[src/rtl/nor_chain_pkg.sv]
// Shared types and constants for the NOR-chain stimulus generator.
// Holds the FSM encoding, the mode codes and the 16-bit LFSR definition.
package nor_chain_pkg;

    typedef enum logic [1:0] {
        ST_IDLE = 2'd0,
        ST_HIGH = 2'd1,
        ST_LOW  = 2'd2,
        ST_DONE = 2'd3
    } state_t;

    localparam logic [1:0] MODE_FIXED = 2'd0;
    localparam logic [1:0] MODE_RAND  = 2'd1;

    // Right-shifting Fibonacci form of x^16+x^14+x^13+x^11+1: taps on bits 0,2,3,5.
    localparam logic [15:0] LFSR_TAPS         = 16'h002D;
    localparam logic [15:0] LFSR_SEED_DEFAULT = 16'hACE1;

    function automatic logic [15:0] lfsr_step(input logic [15:0] s);
        return {^(s & LFSR_TAPS), s[15:1]};
    endfunction

endpackage

[src/rtl/nor_chain_stim_gen_lfsr.sv]
// 16-bit Fibonacci LFSR with enable and synchronous reload to the seed.
// Exposes the value the register will hold next, so callers can sample it at phase entry.
module stim_lfsr
    import nor_chain_pkg::*;
#(
    parameter logic [15:0] SEED = LFSR_SEED_DEFAULT
) (
    input  logic        clk_i,
    input  logic        rst_ni,
    input  logic        en_i,
    input  logic        load_i,
    output logic [15:0] lfsr_next_o
);

    logic [15:0] lfsr_q;
    logic [15:0] lfsr_d;

    always_comb begin
        lfsr_d = lfsr_q;
        if (load_i) begin
            lfsr_d = SEED;
        end else if (en_i) begin
            lfsr_d = lfsr_step(lfsr_q);
        end
    end

    always_ff @(posedge clk_i or negedge rst_ni) begin
        if (!rst_ni) begin
            lfsr_q <= SEED;
        end else begin
            lfsr_q <= lfsr_d;
        end
    end

    assign lfsr_next_o = lfsr_d;

endmodule

[src/rtl/nor_chain_stim_gen.sv]
// Pulse-train generator driving the NOR inverter chain input (myin) and its ground tie (mygnd).
// Fixed or LFSR-randomised high/low widths; config via valid/ready, completion via a done pulse.
module nor_chain_stim_gen
    import nor_chain_pkg::*;
#(
    parameter int          CNT_W     = 8,
    parameter int          NUM_W     = 16,
    parameter logic [15:0] LFSR_SEED = LFSR_SEED_DEFAULT
) (
    input  logic             myclk,
    input  logic             myrst_n,
    input  logic             cfg_valid,
    output logic             cfg_ready,
    input  logic [1:0]       cfg_mode,
    input  logic [CNT_W-1:0] cfg_high,
    input  logic [CNT_W-1:0] cfg_low,
    input  logic [NUM_W-1:0] cfg_count,
    input  logic             abort,
    output logic             myin,
    output logic             mygnd,
    output logic             busy,
    output logic             done,
    output logic [NUM_W-1:0] pulse_idx
);

    generate
        if (LFSR_SEED == 16'h0000) begin : g_bad_seed
            $error("LFSR_SEED must be nonzero");
        end
        if (2 * CNT_W > 16) begin : g_bad_cnt_w
            $error("CNT_W must be at most 8 so both width fields fit in the LFSR");
        end
    endgenerate

    localparam logic [CNT_W:0] CNT_ONE = {{CNT_W{1'b0}}, 1'b1};
    localparam logic [NUM_W-1:0] NUM_ONE = {{(NUM_W-1){1'b0}}, 1'b1};

    state_t           state_q, state_d;
    logic [CNT_W:0]   cnt_q, cnt_d;
    logic [NUM_W-1:0] rem_q, rem_d;
    logic [NUM_W-1:0] idx_q, idx_d;
    logic             rand_q, rand_d;
    logic [CNT_W-1:0] high_q, high_d;
    logic [CNT_W-1:0] low_q, low_d;
    logic             myin_q, myin_d;

    logic             accept;
    logic             lfsr_en;
    logic [15:0]      lfsr_next;

    assign accept  = cfg_valid && (state_q == ST_IDLE);
    assign lfsr_en = (state_q == ST_HIGH) || (state_q == ST_LOW);

    stim_lfsr #(
        .SEED (LFSR_SEED)
    ) u_lfsr (
        .clk_i       (myclk),
        .rst_ni      (myrst_n),
        .en_i        (lfsr_en),
        .load_i      (accept),
        .lfsr_next_o (lfsr_next)
    );

    // Width is one extra bit wide so an all-ones mask plus one (2^CNT_W) fits.
    function automatic logic [CNT_W:0] calc_width(input logic             rnd,
                                                  input logic [CNT_W-1:0] fld,
                                                  input logic [CNT_W-1:0] rnd_bits);
        if (rnd) begin
            return {1'b0, rnd_bits & fld} + CNT_ONE;
        end else if (fld == '0) begin
            return CNT_ONE;
        end else begin
            return {1'b0, fld};
        end
    endfunction

    always_comb begin
        state_d = state_q;
        cnt_d   = cnt_q;
        rem_d   = rem_q;
        idx_d   = idx_q;
        rand_d  = rand_q;
        high_d  = high_q;
        low_d   = low_q;

        case (state_q)
            ST_IDLE: begin
                if (accept) begin
                    rand_d = (cfg_mode == MODE_RAND);
                    high_d = cfg_high;
                    low_d  = cfg_low;
                    rem_d  = cfg_count;
                    idx_d  = '0;
                    if (cfg_count != '0) begin
                        state_d = ST_HIGH;
                        cnt_d   = calc_width(cfg_mode == MODE_RAND, cfg_high,
                                             lfsr_next[CNT_W-1:0]);
                    end else begin
                        state_d = ST_DONE;
                    end
                end
            end
            ST_HIGH: begin
                if (abort) begin
                    state_d = ST_IDLE;
                end else if (cnt_q == CNT_ONE) begin
                    state_d = ST_LOW;
                    cnt_d   = calc_width(rand_q, low_q, lfsr_next[2*CNT_W-1:CNT_W]);
                end else begin
                    cnt_d = cnt_q - CNT_ONE;
                end
            end
            ST_LOW: begin
                if (abort) begin
                    state_d = ST_IDLE;
                end else if (cnt_q == CNT_ONE) begin
                    idx_d = (&idx_q) ? idx_q : idx_q + NUM_ONE;
                    if (rem_q == NUM_ONE) begin
                        state_d = ST_DONE;
                        rem_d   = '0;
                    end else begin
                        state_d = ST_HIGH;
                        rem_d   = rem_q - NUM_ONE;
                        cnt_d   = calc_width(rand_q, high_q, lfsr_next[CNT_W-1:0]);
                    end
                end else begin
                    cnt_d = cnt_q - CNT_ONE;
                end
            end
            ST_DONE: begin
                state_d = ST_IDLE;
            end
            default: begin
                state_d = ST_IDLE;
            end
        endcase

        myin_d = (state_d == ST_HIGH);
    end

    always_ff @(posedge myclk or negedge myrst_n) begin
        if (!myrst_n) begin
            state_q <= ST_IDLE;
            cnt_q   <= '0;
            rem_q   <= '0;
            idx_q   <= '0;
            rand_q  <= 1'b0;
            high_q  <= '0;
            low_q   <= '0;
            myin_q  <= 1'b0;
        end else begin
            state_q <= state_d;
            cnt_q   <= cnt_d;
            rem_q   <= rem_d;
            idx_q   <= idx_d;
            rand_q  <= rand_d;
            high_q  <= high_d;
            low_q   <= low_d;
            myin_q  <= myin_d;
        end
    end

    assign myin      = myin_q;
    assign mygnd     = 1'b0;
    assign busy      = (state_q == ST_HIGH) || (state_q == ST_LOW);
    assign done      = (state_q == ST_DONE);
    assign cfg_ready = (state_q == ST_IDLE);
    assign pulse_idx = idx_q;

endmodule

[config.mk]
export PLATFORM = sky130hd
export DESIGN_NAME = nor_chain_stim_gen
export DESIGN_NICKNAME = d
export VERILOG_FILES = /design/src/rtl/nor_chain_pkg.sv /design/src/rtl/nor_chain_stim_gen_lfsr.sv /design/src/rtl/nor_chain_stim_gen.sv
export SDC_FILE = /design/constraint.sdc
export NUM_CORES = 1
export LEC_CHECK = 0
export ABC_CLOCK_PERIOD_IN_PS = 4820
export CAP_MARGIN = 20
export CORE_UTILIZATION = 51
export CTS_CLUSTER_SIZE = 16
export DETAILED_ROUTE_END_ITERATION = 7
export HOLD_SLACK_MARGIN = 0.02
export PLACE_DENSITY = 0.73
export SLEW_MARGIN = 0
export SYNTH_ARGS = -nofsm -noshare
export SYNTH_HDL_FRONTEND = slang
export SYNTH_SLANG_ARGS = --single-unit
export TNS_END_PERCENT = 1
[constraint.sdc]
create_clock -name myclk -period 4.82 [get_ports myclk]
set_clock_uncertainty 0.1 [all_clocks]
set_input_delay 0.964 -clock myclk [delete_from_list [all_inputs] [get_ports myclk]]
set_output_delay 0.964 -clock myclk [all_outputs]
set_load 0.01 [all_outputs]
Word-level counts from Yosys, hierarchy flattened:

Index checks and enable logic that the tools add are counted.

* register bits after elaboration: 77
* bits of input ports: 38

* $add $sub $neg: 6
* eq/ne operators: 14
* mux-type cells: 34
* bitwise operators: 3
* reduce and logical (&&, ||, !) cells: 15

Operators by type and width (number)
* $mux 16: 10
* $mux 9: 10
* $pmux 16 s2: 2
* $add 8x1->9 const B: 3
* $pmux 9 s3: 1
* $and 8x8->8: 3
* $logic_not 8->1: 3
* $mux 8: 3
* $add 16x1->16 const B: 1
* $eq 16x1->1 const B: 1
* $reduce_and 16->1: 1
* $reduce_bool 16->1: 1
* $reduce_xor 16->1: 1
* $sub 16x1->16 const B: 1
* $mux 2: 7
* $eq 9x1->1 const B: 1
* $sub 9x1->9 const B: 1
* $pmux 2 s4: 1
* $eq 2x1->1 const B: 3
* $ne 2x1->1 const B: 3
* $ne 2x2->1 const B: 3
* $reduce_and 6->1: 1
* $reduce_and 5->1: 1
* $eq 2x2->1 const B: 2
* 8 further kinds: 8

Depth between registers and ports, before layout:

* depth after elaboration: 11
* gate-level depth with buffers: 16
* mapped depth without buffers: 12

By module:

From an unflattened synthesis, not the netlist that was laid out.

* cells, all modules: 576
* area total of the unflattened synthesis: 5069.9 um^2

Modules (own cells, without submodules)
* nor_chain_stim_gen: times used 1, cells each 521, area an instance 4380.5 um^2, sequential area each 1526.5 um^2
* stim_lfsr: times used 1, cells each 55, area an instance 689.4 um^2, sequential area each 410.4 um^2

Least setup slack after synthesis:

OpenSTA, ideal clock, no wires.

* path type: input port to flip-flop
* from: input port cfg_valid
* to: register cnt_q[6]
* setup time: 0.142 ns
* data arrival time: 3.373 ns
* data required time: 4.578 ns
* path slack: 1.205 ns
* stages: 14
* path through: buf_2 nand2_1 clkbuf_1 buf_2 clkbuf_1 nand2_1 nor2_1 ha_1 nand2_1 nor4_1 nand4_1 xor2_1 a221oi_1 o221ai_1

* word-level cells in the longest chain between the ends: 9
* elaborated cells on any way between the ends: 21
* classes of those cells: add/sub: 3; eq/ne: 1; mux: 12; bitwise: 3; reduce/logical: 2

RTL lines
* start: declaration: RTL line nor_chain_stim_gen.sv:12 `input logic cfg_valid,`
* $logic_and 1x1->1 (*): RTL line nor_chain_stim_gen.sv:51 `assign accept = cfg_valid && (state_q == ST_IDLE);`
* $mux 16: RTL line nor_chain_stim_gen_lfsr.sv:20 `if (load_i) begin`
* $and 8x8->8: RTL line nor_chain_stim_gen.sv:69 `return {1'b0, rnd_bits & fld} + CNT_ONE;`
* $add 8x1->9: RTL line nor_chain_stim_gen.sv:69
* $mux 9: RTL line nor_chain_stim_gen.sv:68 `if (rnd) begin`
* $mux 9: RTL line nor_chain_stim_gen.sv:118 `if (rem_q == NUM_ONE) begin`
* $mux 9: RTL line nor_chain_stim_gen.sv:116 `end else if (cnt_q == CNT_ONE) begin`
* $mux 9: RTL line nor_chain_stim_gen.sv:114 `if (abort) begin`
* $pmux 9 s3: RTL line nor_chain_stim_gen.sv:86 `case (state_q)`
* end signal: assignment: RTL line nor_chain_stim_gen.sv:153 `cnt_q <= cnt_d;`
* end: declaration: RTL line nor_chain_stim_gen.sv:39 `logic [CNT_W:0] cnt_q, cnt_d;`

Every way passes the cells marked *; elsewhere a longest branch is shown, timed or not. The select of a mux whose other input is x is not followed.
A chain may end at the register's enable or synchronous reset.

Worst setup path in the final report:

* from: register state_q[1]
* to: register cnt_q[1]

* word-level cells in the longest chain between the ends: 11
* elaborated cells on any way between the ends: 31
* classes of those cells: add/sub: 3; eq/ne: 7; mux: 13; bitwise: 3; reduce/logical: 5

RTL lines
* start: declaration: RTL line nor_chain_stim_gen.sv:38 `state_t state_q, state_d;`
* start signal: assignment: RTL line nor_chain_stim_gen.sv:152 `state_q <= state_d;`
* $eq 2x1->1 or $eq 2x2->1 (tied branches): RTL line nor_chain_stim_gen.sv:52, nor_chain_stim_gen.sv:86
* $logic_or 1x1->1: RTL line nor_chain_stim_gen.sv:52 `assign lfsr_en = (state_q == ST_HIGH) || (state_q == ST_LOW);`
* $mux 16: RTL line nor_chain_stim_gen_lfsr.sv:22 `end else if (en_i) begin`
* $mux 16: RTL line nor_chain_stim_gen_lfsr.sv:20
* $and 8x8->8: RTL line nor_chain_stim_gen.sv:69
* $add 8x1->9: RTL line nor_chain_stim_gen.sv:69
* $mux 9: RTL line nor_chain_stim_gen.sv:68
* $mux 9: RTL line nor_chain_stim_gen.sv:118
* $mux 9: RTL line nor_chain_stim_gen.sv:116
* $mux 9: RTL line nor_chain_stim_gen.sv:114
* $pmux 9 s3: RTL line nor_chain_stim_gen.sv:86

Several ways; a longest one is shown, not always the timed one. The select of a mux whose other input is x is not followed.

==> qor.yml <==
cts-buffers-inserted: 9
ys_ff_latch: 77
fill_cells: 918
cp.arrival_ps: 3720
grt_use_met2_pct: 45.1
grt_pass1_wl_mm: 24.4
grt_use_met1_pct: 36.1
gp_congestion: 0.945
antenna_left: 0
die_w_um: 104
fin_nets: 723
internal_power_mw: 1.76
swShare_pct: 45.5
crit_fanout: 15
core_um2: 9950
grt_pass1_vias: 4910
tightestPinTransition_ps: 1010
post-route-util_pct: 61.7
cp-end-kind: "flip-flop"
post-cts-setup-buffers: 0
cts.sink_count: 77
design.portCount: 59
cts_tree: "done"
area_growth_pct: 15.3
finalCritPeriodShare_pct: 74.1
yosys-top-cells-area: "dfrtp_1, nand2_1, o21ai_0"
netlist.area_leader.share_pct: 32.4
synthArstFlopShare_pct: 100
syn_inst: 632
grt_util_met3_pct: 5.33
synth_enable_flop_cells: 0
via_per_inst: 6.24
cp-start-kind: "flip-flop"
port-buffer-count: 57
hold_viol_final: 0
synth.top_cells.by_count: "nand2_1, dfrtp_1, o21ai_0"
seqPwrFrac_pct: 38.0
drive_gt1_share_pct: 8.86
hold_class: "flip-flop to flip-flop"
clk_pin_slew_ps: 80
overflow: 0
die_area_um2: 10800
p_sw_mw: 1.47
setup_viol: 0
drt_iter0_drc: 318
drt-pass1-iter-count: 5
grtUsageTotal_pct: 27.9
rows: 36
slew_viol_final: 0
synth_ff_type: "dfrtp_1"
drcViolationCount: 0
combPwrFrac_pct: 47.1
ir_drop_uv: 305
h-tree-depth: 3
yosysWarnings: 0
cap_violations: 0
hold_buffers: 0
clock-root-buffer: "clkbuf_8"
path_class: "flip-flop to flip-flop"
grt_max_degree: 78
yosys.area.top_type: "dfrtp_1"
dpl_worst_slack_ps: 987
yosysSeqAreaShare_pct: 36.4
finalInstanceArea_um2: 6140
p_per_area_nw_per_um2: 525
worst_slack_ps: 1250
start_util_pct: 53.5
diodes: 0
syn_area_um2: 5320
rsz0062_at_grt: "false"
syn_nets: 683
power_mw: 3.22
cts_max_path_buffers: 2
dp_hpwl_mm: 10.4
outcome: "complete, no violations"
min_period_ps: 3570
netlist-cell-type-count: 66
power.leakage_nw: 2.38
clock.fmax_mhz: 280
pwr-share-clk_pct: 14.9
post_dp_cell_area_um2: 5950
detail_route.wl_per_cell_um: 17.9
totalWireLength_mm: 14.5
maxSlewHeadroom_pct: 31.9
top_usage_layer: "met2"
die_h_um: 104
tns_ps: 0
syn_area_per_cell_um2: 8.42
post_cts_resized: 0
vias: 5053
required_ps: 4960
post-synth-top-count-cell: "nand2_1"
antenna_found_initial: 0
clk_latency_ps: 370
-- path summary, 6_finish.rpt --
check / from / endpoint / slack, ps / cells after the start
worst min register to register: rem_q[8] / rem_q[8] / 430 / 2
worst max register to register: state_q[1] / cnt_q[1] / 1250 / 11
worst max-delay path: state_q[1] / cnt_q[1] / 1250 / 11
worst min-delay path: rem_q[8] / rem_q[8] / 430 / 2
min in group asynchronous: myrst_n / pulse_idx[7] / 650 / 1
max in group asynchronous: myrst_n / high_q[0] / 3320 / 1
-- flip-flops by register name, summed over array words and instances (netlist names) --
signal and cells:
state_q 2, pulse_idx 16, low_q 8, cnt_q 9, rem_q 16, high_q 8, myin 1, u_lfsr.lfsr_q 16
rand_q 1
-- cell usage in the layout, fill, tap and decap left out, types with 4 or more instances in the layout --
| cell | instances |
|---|---|
| o31ai_1 | 4 |
| nand4_1 | 13 |
| a221o_1 | 4 |
| nor4b_1 | 5 |
| nor3_1 | 23 |
| a21bo_2 | 8 |
| nor2_1 | 45 |
| or4_1 | 4 |
| nor2b_1 | 4 |
| o211ai_1 | 7 |
| or3_1 | 7 |
| a21boi_0 | 6 |
| xor2_1 | 6 |
| inv_1 | 14 |
| clkbuf_8 | 12 |
| dfstp_2 | 8 |
| a211oi_1 | 6 |
| nor3b_1 | 4 |
| a41oi_1 | 4 |
| buf_4 | 10 |
| a31oi_1 | 9 |
| dfrtp_1 | 69 |
| nand2b_1 | 6 |
| a22oi_1 | 6 |
| a21oi_1 | 26 |
| a21o_1 | 4 |
| o221ai_1 | 5 |
| and2_1 | 9 |
| clkdlybuf4s50_1 | 56 |
| nor4_1 | 20 |
| o21ai_0 | 59 |
| mux2_2 | 11 |
| o21a_1 | 4 |
| xnor2_1 | 13 |
| nand3_1 | 21 |
| nand2_1 | 93 |
| ha_1 | 13 |
| a221oi_1 | 4 |
| mux2i_1 | 17 |
-- kinds of logic after synthesis --
| kind of cell | synth area share, % |
|---|---|
| xor+xnor | 3.13 |
| compound gates | 22.2 |
| other cells | 0.0705 |
| simple gates | 25.3 |
| fa+ha+maj | 3.06 |
| flops | 36.4 |
| buf+inv | 4.35 |
| mux | 5.52 |
-- power groups by stage --
stage / clock network (mW) / logic, mW / registers, mW
2_1_floorplan: 0 / 1.17 / 1.10
3_3_place_gp: 0 / 1.48 / 1.21
3_5_place_dp: 0 / 1.50 / 1.22
4_1_cts: 0.490 / 1.50 / 1.21
5_1_grt: 0.522 / 1.68 / 1.26
6_report: 0.480 / 1.52 / 1.22
-- critical path, cell delays in order (launching register included) --
cell	delay (ps)
dfrtp_1	420
inv_1	110
ha_1	710
buf_4	290
mux2i_1	330
nor2_1	120
ha_1	280
mux2_2	260
o21ai_0	360
a221oi_1	140
o21ai_0	220
o21ai_0	110
-- per-stage QoR --
step                cells  hold WS, ps
floorplan             632          362
global placement      794          390
detailed placement    794          400
CTS                   810          419
global route          810          449
finish                810          432
-- cell type report --
| class | count | area [um2] | area share, % |
|---|---|---|---|
| Multi-Input combinational cell | 503 | 3150 | 51.4 |
| Tap cell | 133 | 166 | 2.71 |
| Inverter | 15 | 56.3 | 0.917 |
| Sequential cell | 77 | 1940 | 31.6 |
| Clock inverter | 2 | 16.3 | 0.265 |
| Clock buffer | 14 | 173 | 2.81 |
| Timing Repair Buffer | 66 | 636 | 10.4 |
-- metal layers --
layer | wire (um) | vias up
met3 | 945 | 37
li1 | - | 2410
met2 | 6820 | 212
met5 | 0 | -
met4 | 463 | 0
met1 | 6240 | 2394
No activity file was read; power rests on OpenSTA's default activity.
